File: src/rtl/glycemic_index_tracker.sv
// Glycemic index engine: accepts a signed sample and forms its two's-complement
// magnitude. It counts the magnitude's set bits one per clock, then presents the
// index, a threshold alarm and a running peak.
module glycemic_index_tracker #(
    parameter int unsigned WIDTH = 8,
    parameter int unsigned IDX_W = $clog2(WIDTH + 1)
) (
    input  logic             clk,
    input  logic             rst_n,
    input  logic             sample_valid,
    output logic             sample_ready,
    input  logic [WIDTH-1:0] sample_data,
    input  logic [IDX_W-1:0] threshold,
    output logic             index_valid,
    input  logic             index_ready,
    output logic [IDX_W-1:0] index,
    output logic             alarm,
    output logic [IDX_W-1:0] peak,
    input  logic             peak_clear
);

    typedef enum logic [1:0] {
        S_IDLE  = 2'd0,
        S_ABS   = 2'd1,
        S_COUNT = 2'd2,
        S_DONE  = 2'd3
    } state_e;

    state_e             state_q,  state_d;
    logic [WIDTH-1:0]   sample_q, sample_d;
    logic [IDX_W-1:0]   thresh_q, thresh_d;
    logic [WIDTH-1:0]   shreg_q,  shreg_d;
    logic [IDX_W-1:0]   acc_q,    acc_d;
    logic [IDX_W-1:0]   bitcnt_q, bitcnt_d;
    logic [IDX_W-1:0]   index_q,  index_d;
    logic               alarm_q,  alarm_d;
    logic [IDX_W-1:0]   peak_q,   peak_d;
    logic               done_entry;

    // State and datapath registers; reset aborts any sample in flight
    always_ff @(posedge clk or negedge rst_n) begin
        if (!rst_n) begin
            state_q  <= S_IDLE;
            sample_q <= '0;
            thresh_q <= '0;
            shreg_q  <= '0;
            acc_q    <= '0;
            bitcnt_q <= '0;
            index_q  <= '0;
            alarm_q  <= 1'b0;
            peak_q   <= '0;
        end else begin
            state_q  <= state_d;
            sample_q <= sample_d;
            thresh_q <= thresh_d;
            shreg_q  <= shreg_d;
            acc_q    <= acc_d;
            bitcnt_q <= bitcnt_d;
            index_q  <= index_d;
            alarm_q  <= alarm_d;
            peak_q   <= peak_d;
        end
    end

    // Next-state and datapath update; fixed WIDTH-cycle count, no early exit
    always_comb begin
        state_d    = state_q;
        sample_d   = sample_q;
        thresh_d   = thresh_q;
        shreg_d    = shreg_q;
        acc_d      = acc_q;
        bitcnt_d   = bitcnt_q;
        index_d    = index_q;
        alarm_d    = alarm_q;
        peak_d     = peak_q;
        done_entry = 1'b0;

        case (state_q)
            S_IDLE: begin
                if (sample_valid) begin
                    sample_d = sample_data;
                    thresh_d = threshold;
                    state_d  = S_ABS;
                end
            end
            S_ABS: begin
                // Most-negative value wraps to itself, giving an index of 1
                shreg_d  = sample_q[WIDTH-1] ? (~sample_q + WIDTH'(1)) : sample_q;
                acc_d    = '0;
                bitcnt_d = '0;
                state_d  = S_COUNT;
            end
            S_COUNT: begin
                acc_d    = acc_q + IDX_W'(shreg_q[0]);
                shreg_d  = shreg_q >> 1;
                bitcnt_d = bitcnt_q + IDX_W'(1);
                if (bitcnt_q == IDX_W'(WIDTH - 1)) begin
                    index_d    = acc_d;
                    alarm_d    = (acc_d >= thresh_q);
                    done_entry = 1'b1;
                    state_d    = S_DONE;
                end
            end
            S_DONE: begin
                if (index_ready) begin
                    state_d = S_IDLE;
                end
            end
            default: state_d = S_IDLE;
        endcase

        // Peak tracking; a clear on the result edge restarts from the new index
        if (done_entry) begin
            if (peak_clear || (index_d > peak_q)) begin
                peak_d = index_d;
            end
        end else if (peak_clear) begin
            peak_d = '0;
        end
    end

    // Handshake flags decode from state only; data outputs come from registers
    assign sample_ready = (state_q == S_IDLE);
    assign index_valid  = (state_q == S_DONE);
    assign index        = index_q;
    assign alarm        = alarm_q;
    assign peak         = peak_q;

endmodule

File: config.mk
export PLATFORM = sky130hd
export DESIGN_NAME = glycemic_index_tracker
export DESIGN_NICKNAME = d
export VERILOG_FILES = /design/src/rtl/glycemic_index_tracker.sv
export SDC_FILE = /design/constraint.sdc
export NUM_CORES = 1
export LEC_CHECK = 0
export CELL_PAD_IN_SITES_DETAIL_PLACEMENT = 0
export CELL_PAD_IN_SITES_GLOBAL_PLACEMENT = 1
export CORE_AREA = 3 3 78 80
export CTS_CLUSTER_SIZE = 30
export DETAILED_ROUTE_END_ITERATION = 6
export DIE_AREA = 0 0 81 83
export PLACE_DENSITY = 0.86
export SLEW_MARGIN = 10
export SYNTH_ARGS = -nofsm -noshare
export SYNTH_HDL_FRONTEND = slang
export SYNTH_SLANG_ARGS = --single-unit
File: constraint.sdc
create_clock -name clk -period 2.4 [get_ports clk]
set_input_delay 0.36 -clock clk [delete_from_list [all_inputs] [get_ports clk]]
set_output_delay 0.36 -clock clk [all_outputs]
set_load 0.1 [all_outputs]
* After elaboration in Yosys (flattened, before gate mapping)
Cells that the tools add are included.
** Cells by class
- Add/subtract/negate cells :: 3
- $lt $le $gt $ge :: 2
- Eq/ne operators :: 8
- Mux-type cells :: 15
- Bitwise logic cells :: 1
- Reduce and logical (&&, ||, !) cells :: 8
** Operator list (count)
- $mux 4 :: 5
- $pmux 4 s2 :: 2
- $pmux 8 s2 :: 1
- $add 8x1->8 const B :: 1
- $mux 8 :: 1
- $not 8->8 :: 1
- $pmux 2 s4 :: 1
- $mux 2 :: 3
- $reduce_and 2->1 :: 3
- $add 4x1->4 :: 1
- $add 4x1->4 const B :: 1
- $eq 2x2->1 const B :: 2
- $eq 4x3->1 const B :: 1
- $ge 4x4->1 :: 1
- $gt 4x4->1 :: 1
- $ne 2x1->1 const B :: 2
- $ne 2x2->1 const B :: 2
- $reduce_bool 2->1 :: 2
- $reduce_and 3->1 :: 1
- $eq 2x1->1 const B :: 1
- $logic_not 2->1 :: 1
- $mux 1 :: 2
- $logic_or 1x1->1 :: 1
** Word-level totals
- Flip-flop bits (word level) :: 39
- Output and inout port bits :: 11
- Word-level logic and storage cells :: 46

* Depth between registers and ports, before layout
Gate-level depths: netlist of run 1.
- Depth in word-level cells :: 7
- Depth in mapped cells :: 12

* Worst setup path after synthesis of run 1
No wires, ideal clock.
- Kind :: reg2reg
- Start :: register state_q[0]
- End :: register peak_q[0], in the netlist peak[0]
- Library setup time :: 0.126 ns
- Arrival :: 2.298 ns
- Path slack :: -0.024 ns
- Stages on the path, launching flop included :: 13
- Path through :: dfrtp_1 inv_1 ha_1 buf_6 and4b_1 buf_6 and2_1 a21o_1 ha_1 nand4_1 a21oi_4 a21oi_4 mux2_4
** On the way
- Longest elaborated chain between the ends :: 6
- Elaborated cells on any way between the ends :: 10
- Those cells by class :: order compare (1); eq/ne (2); mux (4); reduce/logical (3)
** RTL lines
- from (decl) :: line 29 : state_e state_q, state_d;
- from (signal assigned) :: line 53 : state_q <= state_d;
- $eq 2x2->1 :: line 78 : case (state_q)
- $mux 4 :: line 78
- net index_d[2] :: line 35 : logic [IDX_W-1:0] index_q, index_d;
- $gt 4x4->1 :: line 114 : if (peak_clear || (index_d > peak_q)) begin
- $logic_or 1x1->1 :: line 114
- $ne 2x1->1 (no source line)
- $reduce_and 2->1 (no source line)
- to (signal assigned) :: line 61 : peak_q <= peak_d;
- to (decl) :: line 37 : logic [IDX_W-1:0] peak_q, peak_d;
The timed path passes the listed nets, and every way through them passes these cells. The select of a mux whose other input is x is not followed.
A chain may end at the register's enable or synchronous reset.

* Worst setup path after layout of run 1
- Start :: register acc_q[0]
- End :: register peak_q[0], in the netlist peak[0]
** On the way
- Longest elaborated chain between the ends :: 7
- Elaborated cells on any way between the ends :: 9
- Those cells by class :: add/sub (1); order compare (1); eq/ne (1); mux (4); reduce/logical (2)
** RTL lines
- from (decl) :: line 33 : logic [IDX_W-1:0] acc_q, acc_d;
- from (signal assigned) :: line 47 : acc_q <= '0;
- from (signal assigned) :: line 57 : acc_q <= acc_d;
- $add 4x1->4 :: line 94 : acc_d = acc_q + IDX_W'(shreg_q[0]);
- $mux 4 :: line 97 : if (bitcnt_q == IDX_W'(WIDTH - 1)) begin
- $mux 4 :: line 78
- net index_d[2] :: line 35
- $gt 4x4->1 :: line 114
- $logic_or 1x1->1 :: line 114
- $ne 2x1->1 (no source line)
- $reduce_and 2->1 (no source line)
The timed path passes the listed nets, and every way through them passes these cells. The select of a mux whose other input is x is not followed.

==> metrics, run 1 <==
static leakage=1.257 nW; hold bufs inserted after CTS=0; status=complete, no violations; Fmax=421.0 MHz; Yosys warning count=0; pre-CTS WS=-93.10 ps; Main synth FF type=dfrtp_1; Synth-to-Final Area Change=26.62%; register area=975.9 sq um; GRT overflow=0; Ant. Diodes=0; sequential-to-total area share from yosys stat=45.94%; period utilisation layout=between 90 and 100%; Post-synth EDFFs=0; first-pass GRT wire length=6920 um; TritonCTS buffer count=5; Die Y-Extent=83 um; synth unique cells=37; CTS H-tree depth=2; Clock Latency Late Sink=290 ps; Crit. End Element=flop; CORE AREA=between 5000 and 6000 sq um; min cycle time layout=2375 ps; vias in the first global route=1477; total of max-cap violations=0; Vias=1554; clk slew on worst S/H paths=~70 ps; routed wire length=between 4000 and 5000 um; hpwl dp=2841 um; combinational power share=47.6%; Final Hold Vio Count=0; I/O Pins=28; multi-input logic area=~1100 sq um; Tot Pwr=0.002769 W; Initial DRT Pass Iterations=5; internal power=0.001648 W; register bit total from synthesis=39; post-route ant nets=0; PwrDens=1029 nW/um^2; Core Util, Final=49.15%; Slew headroom=about two fifths; starting density of the core=about two fifths; largest net degree at the start of global routing=40; layout cells sized above 1=28.10%; P_sw=0.001121 W; Hold Path Class=primary input to asynchronous set/reset pin; initial DRC count=85; fillcell total=approximately 520; Synth Net Count=around 240; die width=~80 um; crit-path max FO=4; final worst slack=24.66 ps; clk root buf=clkbuf_8; PortBufs=27; final number of setup-violating endpoints=0; Post-layout nets=275; RSZ-0062 raised after global routing=true; global placement routability congestion=0.7630; area of the die=6723 sq um; Worst Skew=8.413 ps; Post-Syn Instances=203; fraction of registers with async set/reset=100.0%; DRC=0; # rows=27; post-synthesis cell area=2125 sq um; CTS tree=built; crit start category=flop; CTS max path bufs=2; Clk network pwr share=14.7%; part of the power in registers=37.7%; worst setup path class=flop to flop; Switching Fraction=between 40% and 50%; via/cell ratio=4.949; initial antenna violation count=0; CP arrival=2550 ps; Fin Hold WS=183.5 ps; Worst Path Required=2580 ps; CTS Sinks=39; Overall Global Routing Usage=13.26%; Max Slew Vio Count=0; routed len/inst=between 10 and 15 um; VDD IR max=approximately 0.00062 V; worst-margin pin slew=879.6 ps; mean area per synthesized cell=10.47 sq um
## logic make-up (layout without fill, tap and decap cells)
group | Yosys count | after routing | share of synthesized area [%]
XOR/XNOR | 5 | 5 | 2.062
AND/OR/NAND/NOR | 47 | 47 | 11.84
adder cells (fa/ha/maj) | 15 | 15 | 8.834
multiplexers | 21 | 21 | 11.43
AO/OA/AOI/OAI | 40 | 40 | 12.66
buffers and inverters | 36 | 75 | 7.243
flip-flops | 39 | 39 | 45.94
## path summary, 6_finish.rpt
path,from,end,slack (ps),depth (start not counted)
min in group clk,thresh_q[1],thresh_q[1],510,1
max in group asynchronous,rst_n,shreg_q[2],1660,1
setup reg to reg,acc_q[0],peak[0],20,10
hold reg to reg,thresh_q[1],thresh_q[1],510,1
hold / removal,rst_n,peak[2],180,1
setup / recovery,acc_q[0],peak[0],20,10
## per-stage QoR
| step | instance area (sq um) | instances | TNS, ps |
|---|---|---|---|
| 2_1_floorplan | 2127 | 203 | 0 |
| 3_3_place_gp | 2466 | 301 | -121.9 |
| 6_report | 2690 | 314 | 0 |
| 4_1_cts | 2579 | 309 | 0 |
| 3_5_place_dp | 2466 | 301 | -332.5 |
| 5_1_grt | 2690 | 314 | -261.0 |
## area by class of cell
| class | count | share of cell area, % |
|---|---|---|
| clock buffer | 6 | 2.698 |
| inverter | 26 | 3.628 |
| multi-input combinational | 128 | 40.74 |
| sequential | 39 | 36.28 |
| tap | 72 | 3.349 |
| timing repair buffer | 43 | 13.30 |
## placed cells by master (no fill, tap or decap), types with 2 or more instances in the layout
master / n
dfrtp_1: 39
buf_4: 27
inv_1: 25
o21ai_0: 18
clkdlybuf4s50_1: 15
mux2_2: 14
nand2_1: 12
nand3_1: 8
ha_1: 8
nor2_1: 5
ha_4: 5
clkbuf_8: 5
a21o_1: 4
nor2b_1: 4
mux2i_1: 4
nand4_1: 3
a21oi_1: 3
o211ai_1: 3
mux2_4: 3
xor2_1: 2
nand2b_1: 2
o221ai_1: 2
nand3b_1: 2
a21oi_4: 2
o41ai_1: 2
nand4b_1: 2
a31oi_1: 2
ha_2: 2
## Yosys cell counts (all sizes together), types with 2 or more instances
cell type	instances	area, sq um
xnor2	2	17.52
and2	2	12.51
nor2b	5	31.28
buf	5	37.53
clkbuf	5	18.77
xor2	3	26.28
mux2	17	202.7
nand4b	2	17.52
dfrtp	39	975.9
nand3b	2	15.01
nor2	6	22.52
o41ai	2	17.52
o211ai	3	22.52
nand2b	2	12.51
nand2	12	45.04
inv	26	97.59
nand4	3	18.77
mux2i	4	40.04
a31oi	2	12.51
ha	15	187.7
nand3	8	40.04
a21o	4	30.03
a21oi	5	47.54
o21ai	18	90.09
o221ai	2	17.52
## sequential cells by signal (all words and copies together) (netlist names)
register	count
sample_q	8
shreg_q	8
acc_q	4
bitcnt_q	4
index	4
peak	4
thresh_q	4
state_q	2
alarm	1
## worst max-delay path, cell delays in order (launching register included)
cell and delay, ps:
dfrtp_1 390, ha_2 220, ha_4 170, xor2_2 170, and2_4 140, a21o_1 190, ha_4 270, nand4_1 140
a21oi_4 170, a21oi_4 70, mux2_4 310
## per-layer routing
| layer | share of wire [%] | track usage, % | up-vias |
|---|---|---|---|
| met4 | 2.4 | 6.912 | 0 |
| met5 | 0 | 0 | - |
| li1 | - | - | 784 |
| met2 | 48 | 19.57 | 23 |
| met3 | 3.4 | 3.254 | 7 |
| met1 | 47 | 17.77 | 740 |
## power by group through the flow
stage	registers, W	logic, W	clock network, W
2_1_floorplan	0.000995	0.00107	0
3_3_place_gp	0.00104	0.00124	0
3_5_place_dp	0.00105	0.00129	0
4_1_cts	0.00104	0.00131	0.000429
5_1_grt	0.00108	0.00150	0.000452
6_report	0.00104	0.00132	0.000408
## what timing repair did
item                                    4_1_cts  5_1_grt
endpoints found under the hold margin         0        0
setup buffers                                 2        5
pin swaps                                     3        8
endpoints found under the setup margin        4        4
gates resized for setup                       5       10
Power figures use the tool's default switching activity.
==> run 2: changes to the inputs <==
Settings changed: ABC_AREA from default to 1, CORE_AREA 3 3 78 80 to 3 3 79 81, DIE_AREA 0 0 81 83 to 0 0 82 84, PLACE_DENSITY 0.86 to 0.85.
==> metrics, run 2 <==
biggest regs=sample_q x8, shreg_q x8; hpwl dp=a little over 3000 um; critical path's top delay family=simple AND/OR/NAND/NOR gates; Max Slew Vio Count=0; final number of setup-violating endpoints=0; CTS Sinks=39; top-count cell post-synth=nand2_1; CTS tree=built; synth unique cells=32; largest net degree at the start of global routing=40; crit start category=flop; starting density of the core=37.31%; final setup TNS=0 ps; CTS max path bufs=2; crit-path max FO=13; worst-margin pin slew=856.0 ps; TritonCTS buffer count=5; RSZ-0062 raised after global routing=false; most frequent cells in the layout=nand2_1 (42), inv_1 (40), dfrtp_1 (39); initial DRC count=77; vias in the first global route=1637; area of the die=between 6000 and 7000 sq um; Post-synth EDFFs=0; PortBufs=27; PwrDens=1089 nW/um^2; # rows=27; Synth Net Count=274; cell count along the critical path=15; CORE AREA=about 5500 sq um; leading cell type in the layout, fill and taps excluded=nand2_1; post-synthesis cell area=2067 sq um; I/O Pins=28; post-CTS setup buffers=0; register bit total from synthesis=39; status=complete, no violations; min cycle time layout=around 2100 ps; Final Non-Filler Cells=347; Post-Syn Instances=roughly 240; Main synth FF type=dfrtp_1; layout cells sized above 1=12.36%; GRT overflow=0; Ant. Diodes=0; total of max-cap violations=0; Final Hold Vio Count=0; synth cell count leaders=nand2_1 (42), inv_1 (40), dfrtp_1 (39); period utilisation layout=about nine tenths; clk root buf=clkbuf_8; CP max stage delay=380 ps; reg2reg path depth=15; crit path to=peak[1]; CP arrival=2320 ps; fraction of registers with async set/reset=100.0%; WP buf/inv=3; worst setup path class=flop to flop; Synth top area share=47.22%; Overall Global Routing Usage=around an eighth; Hold Path Class=primary input to asynchronous set/reset pin; most area-consuming cells after synthesis=dfrtp_1 (47%), ha_1 (9.1%), nand2_1 (7.6%); Tot Pwr=0.002725 W; CTS H-tree depth=2; VDD IR max=0.0006177 V; Fmax=465.6 MHz; routed wire length=3953 um; initial antenna violation count=0; Core Util, Final=45.17%; Post-layout nets=306; die width=82 um; final worst slack=between 200 and 300 ps; Worst Skew=4.246 ps; clk slew on worst S/H paths=70 ps; Crit. End Element=flop; global placement routability congestion=0.8033; r2r setup slk=between 200 and 300 ps; Gates resized, CTS repair=0; crit-path cells=inv_1 -> ha_1 -> nand4_4 -> nor2_1 -> inv_1 -> o21ai_2 -> inv_1 -> ha_1 -> nand2_1 -> nor2_1 -> nor2_2 -> nand2_2 -> nand2_4 -> nand2_1 -> nand2_1; Slew headroom=between 40% and 50%; Vias=1613; pre-CTS WS=201.6 ps; hold bufs inserted after CTS=0; crit path launch=state_q[0]; Inst Count DP=339; Worst R2R End=peak[1]; Initial DRT Pass Iterations=4; first-pass GRT wire length=7038 um; sequential-to-total area share from yosys stat=a little under half; Synth-to-Final Area Change=21.07%; static leakage=roughly 1.2 nW; Yosys warning count=0; Clock Latency Late Sink=280 ps; post-synth top area cell=dfrtp_1; CP max-delay cell=dfrtp_1; post-route ant nets=0; Worst Path Required=approximately 2600 ps; DRC=0; via/cell ratio=4.648; routed len/inst=11.39 um; RR Startpoint=state_q[0]; mean area per synthesized cell=8.541 sq um; Die Y-Extent=84 um
==> run 2: changes by cell type in the layout (fill, tap and decap cells not counted), moves of 5 or more <==
| cell | delta |
|---|---|
| nand2_1 | +30 |
| inv_1 | +15 |
| o21ai_0 | -7 |
| a21oi_1 | +14 |
| ha_1 | +7 |
| buf_4 | -12 |
| nor2_1 | +13 |
| ha_4 | -5 |
| mux2_2 | -12 |
| nand3_1 | +12 |
==> run 2: cell type report <==
class | count | area [sq um]
sequential | 39 | 975.9
multi-input combinational | 155 | 910.9
inverter | 42 | 157.7
timing repair buffer | 31 | 267.8
fill | 585 | 3038
clock buffer | 8 | 100.1
tap | 72 | 90.09
==> run 2: logic make-up (layout without fill, tap and decap cells) <==
| group | after synthesis | after routing | share of synthesized area, % |
|---|---|---|---|
| flip-flops | 39 | 39 | 47.22 |
| adder cells (fa/ha/maj) | 15 | 15 | 9.080 |
| AND/OR/NAND/NOR | 91 | 91 | 20.28 |
| AO/OA/AOI/OAI | 45 | 45 | 12.41 |
| multiplexers | 2 | 2 | 1.090 |
| buffers and inverters | 48 | 81 | 9.079 |
| XOR/XNOR | 2 | 2 | 0.8476 |
==> run 2: worst min path at each step <==
stage / from / to / cells after the start
after floorplan: rst_n / acc_q[0] / 0
after global placement: acc_q[0] / acc_q[0] / 2
after detailed placement: alarm / alarm / 2
after CTS: rst_n / sample_q[5] / 1
after global routing: rst_n / sample_q[4] / 1
final: rst_n / sample_q[4] / 1
==> run 2: routing by layer <==
metal  GRT usage [%]  vias to the layer above  part of all wire, %
li1                -                      852                    -
met1           16.94                      733                   49
met2           21.01                       26                   47
met3           1.944                        2                  3.4
met4           4.834                        0                 0.96
met5               0                        -                    0
==> run 2: power breakdown <==
| group | internal (W) | switching, W | total [W] |
|---|---|---|---|
| Sequential | 0.000865 | 0.000123 | 0.000988 |
| Clock | 0.000262 | 0.000215 | 0.000477 |
| Combinational | 0.000440 | 0.000819 | 0.00126 |
| Total | 0.00157 | 0.00116 | 0.00273 |
==> run 2: through the flow <==
step                area (sq um)  hold WS, ps
floorplan                   2067        64.41
global placement            2395        470.9
detailed placement          2395        474.3
CTS                         2495        221.9
global route                2502        253.3
finish                      2502        186.2
